$ cat src/rtl/game_countdown_timer.sv
// Tenths-of-a-second BCD countdown timer driven by the 100 ms tick generator.
// Loads tens/ones seconds, counts down with pause and clear, and flags expiry.
module game_countdown_timer (
   input  logic       clk,
   input  logic       rst,
   input  logic       start,
   input  logic       pause,
   input  logic       clear,
   input  logic [3:0] load_tens,
   input  logic [3:0] load_ones,
   input  logic       ms100,
   output logic       tick_en,
   output logic [3:0] tens,
   output logic [3:0] ones,
   output logic [3:0] tenths,
   output logic       running,
   output logic       low_time,
   output logic       timeout,
   output logic       expired
);

   typedef enum logic [1:0] {IDLE, RUN, PAUSE, EXPIRED} state_t;

   state_t     state, state_nx;
   logic [3:0] tens_nx, ones_nx, tenths_nx;
   logic [3:0] ld_tens, ld_ones;
   logic       timeout_nx;
   logic       last_tick;

   function automatic logic [3:0] clamp_bcd(input logic [3:0] d);
      return (d > 4'd9) ? 4'd9 : d;
   endfunction

   assign ld_tens   = clamp_bcd(load_tens);
   assign ld_ones   = clamp_bcd(load_ones);
   assign last_tick = (tens == 4'd0) && (ones == 4'd0) && (tenths == 4'd1);

   always_comb begin
      state_nx   = state;
      tens_nx    = tens;
      ones_nx    = ones;
      tenths_nx  = tenths;
      timeout_nx = 1'b0;
      if (clear) begin
         state_nx  = IDLE;
         tens_nx   = 4'd0;
         ones_nx   = 4'd0;
         tenths_nx = 4'd0;
      end else if (start && (state == IDLE || state == EXPIRED)) begin
         tens_nx   = ld_tens;
         ones_nx   = ld_ones;
         tenths_nx = 4'd0;
         if (ld_tens == 4'd0 && ld_ones == 4'd0) begin
            state_nx   = EXPIRED;
            timeout_nx = 1'b1;
         end else begin
            state_nx = RUN;
         end
      end else if (state == RUN) begin
         if (ms100) begin
            // Ripple borrow: each digit that underflows wraps to 9
            if (tenths != 4'd0) begin
               tenths_nx = tenths - 4'd1;
            end else begin
               tenths_nx = 4'd9;
               if (ones != 4'd0) begin
                  ones_nx = ones - 4'd1;
               end else begin
                  ones_nx = 4'd9;
                  tens_nx = tens - 4'd1;
               end
            end
            if (last_tick) begin
               state_nx   = EXPIRED;
               timeout_nx = 1'b1;
            end else if (pause) begin
               state_nx = PAUSE;
            end
         end else if (pause) begin
            state_nx = PAUSE;
         end
      end else if (state == PAUSE) begin
         if (!pause) state_nx = RUN;
      end
   end

   // Status flags are derived from next state so every output is registered
   always_ff @(posedge clk or negedge rst) begin
      if (!rst) begin
         state    <= IDLE;
         tens     <= 4'd0;
         ones     <= 4'd0;
         tenths   <= 4'd0;
         tick_en  <= 1'b0;
         running  <= 1'b0;
         low_time <= 1'b0;
         timeout  <= 1'b0;
         expired  <= 1'b0;
      end else begin
         state    <= state_nx;
         tens     <= tens_nx;
         ones     <= ones_nx;
         tenths   <= tenths_nx;
         tick_en  <= (state_nx == RUN);
         running  <= (state_nx == RUN);
         low_time <= (state_nx == RUN || state_nx == PAUSE) && (tens_nx == 4'd0);
         timeout  <= timeout_nx;
         expired  <= (state_nx == EXPIRED);
      end
   end

endmodule

$ cat config.mk
export PLATFORM = sky130hd
export DESIGN_NAME = game_countdown_timer
export DESIGN_NICKNAME = d
export VERILOG_FILES = /design/src/rtl/game_countdown_timer.sv
export SDC_FILE = /design/constraint.sdc
export NUM_CORES = 1
export LEC_CHECK = 0
export ABC_CLOCK_PERIOD_IN_PS = 2100
export CAP_MARGIN = 5
export CORE_ASPECT_RATIO = 1.75
export CORE_MARGIN = 3
export CORE_UTILIZATION = 47
export CTS_CLUSTER_DIAMETER = 80
export DETAILED_ROUTE_END_ITERATION = 10
export PLACE_DENSITY = 0.79
export RECOVER_POWER = 25
export REMOVE_ABC_BUFFERS = 1
export SYNTH_ARGS = -nofsm -noshare
export SYNTH_HDL_FRONTEND = slang
export SYNTH_SLANG_ARGS = --single-unit
$ cat constraint.sdc
create_clock -name clk -period 2.1 [get_ports clk]
set_input_delay 0.315 -clock clk [delete_from_list [all_inputs] [get_ports clk]]
set_output_delay 0.315 -clock clk [all_outputs]
set_load 0.05 [all_outputs]
==> metrics.md <==
| Metric | Value |
|---|---|
| Outcome | `complete, no violations` |
| Share of cells above drive strength 1 | `0.262` |
| Die ar. | `3020 um^2` |
| Num Clock Sinks | `18` |
| Fin. max-slew vios | `0` |
| Max IR drop VDD | `478 uV` |
| M1 GR Usage | `0.224` |
| Bufs and invs on worst path | `1` |
| Total CTS buffers | `3` |
| FF+latch count, synth | `18` |
| Routability cong. | `0.803` |
| Hold EP | `tenths[1]` |
| Final core utilization | `0.772` |
| Core area | `2170 um^2` |
| P_leak | `0.685 nW` |
| Yosys top cell area share | `0.403` |
| Final setup vio count | `0` |
| Commonest cells post-synth | `18 x dfrtp_1, 14 x nor2_1, 10 x a21oi_1, 8 x ha_1, 8 x inv_1` |
| Total congestion overflow | `0` |
| Initial DRC count | `17` |
| TritonCTS clock tree | `built` |
| Critical Path Stages | `1` |
| Pwr dens | `839 nW/um^2` |
| Critical path class | `reg -> out` |
| Hold Path Origin | `tenths[1]` |
| Via Count | `1,067` |
| Buffers on Ports | `30` |
| Detailed Route WL | `3000 um` |
| Ratio of final minimum period to clock period | `0.961` |
| Worst slew margin | `0.333` |
| Slowest CP cell | `clkdlybuf4s50_1` |
| Worst path required time | `1780 ps` |
| Hold slack | `610 ps` |
| Diode count | `0` |
| Largest area contributor in the netlist | `dfrtp_1` |
| M2 GR Usage | `0.393` |
| Die Width | `42.9 um` |
| Setup TNS | `0 ps` |
| Worst r2r src | `state[1]` |
| Max_cap viols | `0` |
| Worst-Margin Slew | `1000 ps` |
| Critical R2R Capture | `low_time` |
| RSZ-0062 raised after global routing | `yes` |
| Finished Cell Area | `1680 um^2` |
| Synthesis Warnings | `0` |
| Placed Area | `1540 um^2` |
| Period minus WS final | `2020 ps` |
| Achievable Freq | `496 MHz` |
| CTS Buffer Depth | `2` |
| CP endpoint kind | `primary output` |
| Post-DRT Antenna Nets | `0` |
| Sequential-to-total area share from yosys stat | `0.403` |
| Initial core utilization | `0.514` |
| Top FF cell, synth | `dfrtp_1` |
| Fin. Hold Viols | `0` |
| H-tree depth | `1` |
| Drt first pass iters | `4` |
| WL/cell | `15.9 um` |
| Top cells by area, synth | `dfrtp_1 40%, ha_1 8.9%, nor2_1 4.7%, a21oi_1 4.5%, a211oi_2 3.4%` |
| Met3 Use GR | `0.0178` |
| Vias in the first global route | `1,066` |
| Ports | `31` |
| Register-to-register setup slack | `90 ps` |
| Clock root cell | `clkbuf_4` |
| Worst-Skew Late Latency | `300 ps` |
| Nets@finish | `187` |
| Gr usage total | `0.206` |
| Clk_skew | `4.61 ps` |
| Most used routing layer | `met2` |
| Setup crit start kind | `flip-flop` |
| HPWL after DPL | `2270 um` |
| Post-synthesis cell area | `1120 um^2` |
| Initial antenna violation count | `0` |
| Crit path max fanout | `6` |
| Hold Path Stages | `2` |
| Min-Delay Path Class | `reg -> reg` |
| Global-route wire length before repair | `4790 um` |
| Most frequent cell after synthesis | `dfrtp_1` |
| Max incr delay on CP | `870 ps` |
| Vias per cell | `5.68` |
| DRC viols | `0` |
| Die height | `70.5 um` |
| Worst-path cell chain | `clkdlybuf4s50_1` |
| Largest net degree at the start of global routing | `19` |
| CTS clk-pin slew, worst paths | `110 ps` |
| Count of different cell masters after synthesis | `39` |
| Asr flop ratio synth | `1.00` |
| CTS Hold Bufs | `0` |
| Gate Count Post-Synth | `116` |
| Reg2reg path depth | `8` |
| Post-synth EDFFs | `0` |
| Cell family with most CP delay | `buffers and inverters` |
| Row cnt | `22` |
| Critical Path AT | `1700 ps` |
| Synth Area per Inst | `9.64 um^2` |
| Area grow syn2layout | `50.1%` |
==> cell families after synthesis <==
kind of cell,share of synthesized area
AOI/OAI and AO/OA,0.186
xor gates and xnor gates,0.0392
adders and majority gates,0.0895
buffers and inverters,0.0447
DFF,0.403
and+or+nand+nor,0.238
==> worst max-delay path by stage <==
stage	endpoint	slack (ps)	startpoint
floorplan	low_time	-2	tenths[1]
global placement	low_time	-30	ms100
detailed placement	low_time	-100	ms100
CTS	low_time	30	state[1]
global route	low_time	-70	state[1]
finish	ones[1]	80	ones[1]
==> power breakdown <==
group	internal [mW]	total (mW)	switching, mW
clock	0.106	0.223	0.117
sequential	0.395	0.452	0.0570
combinational	0.304	0.733	0.430
==> cells in the final DEF (no fill, tap or decap), types with 4 or more instances in the layout <==
cell and n:
clkdlybuf4s50_1 29, dfrtp_1 18, buf_4 17, nor2_1 13
a21oi_1 9, inv_1 7, nand2_1 7, nand3_1 4
ha_1 4
==> through the flow <==
stage / instances / setup WS [ps] / total power [mW]
global placement: 181 / -26.9 / 1.10
global route: 188 / -72.1 / 1.49
finish: 188 / 82.6 / 1.41
floorplan: 112 / -2.21 / 0.849
detailed placement: 181 / -103 / 1.11
CTS: 185 / 33.6 / 1.35
==> routing by layer <==
layer,share of wire,wire (um)
met1,0.38,1150
met4,0.0057,17
met2,0.57,1710
met3,0.039,118
met5,0,0
==> repair_timing <==
action                     CTS  global route
setup endpoints to repair    1             3
resized for setup            5            11
setup buffers                0             3
pin swaps                    0             1
==> flip-flops by register name, indices dropped and copies added, names as in the netlist <==
name,cells
expired,1
running,1
timeout,1
state,2
tens,4
tenths,4
ones,4
low_time,1
==> layout make-up <==
cell class                 instances  area, um^2
clock buffer                       4        36.3
fill                             177         495
inverter                           8        30.0
multi-input combinational         86         701
sequential                        18         450
tap                               24        30.0
timing repair buffer              48         432
No activity file was read; power rests on OpenSTA's default activity.
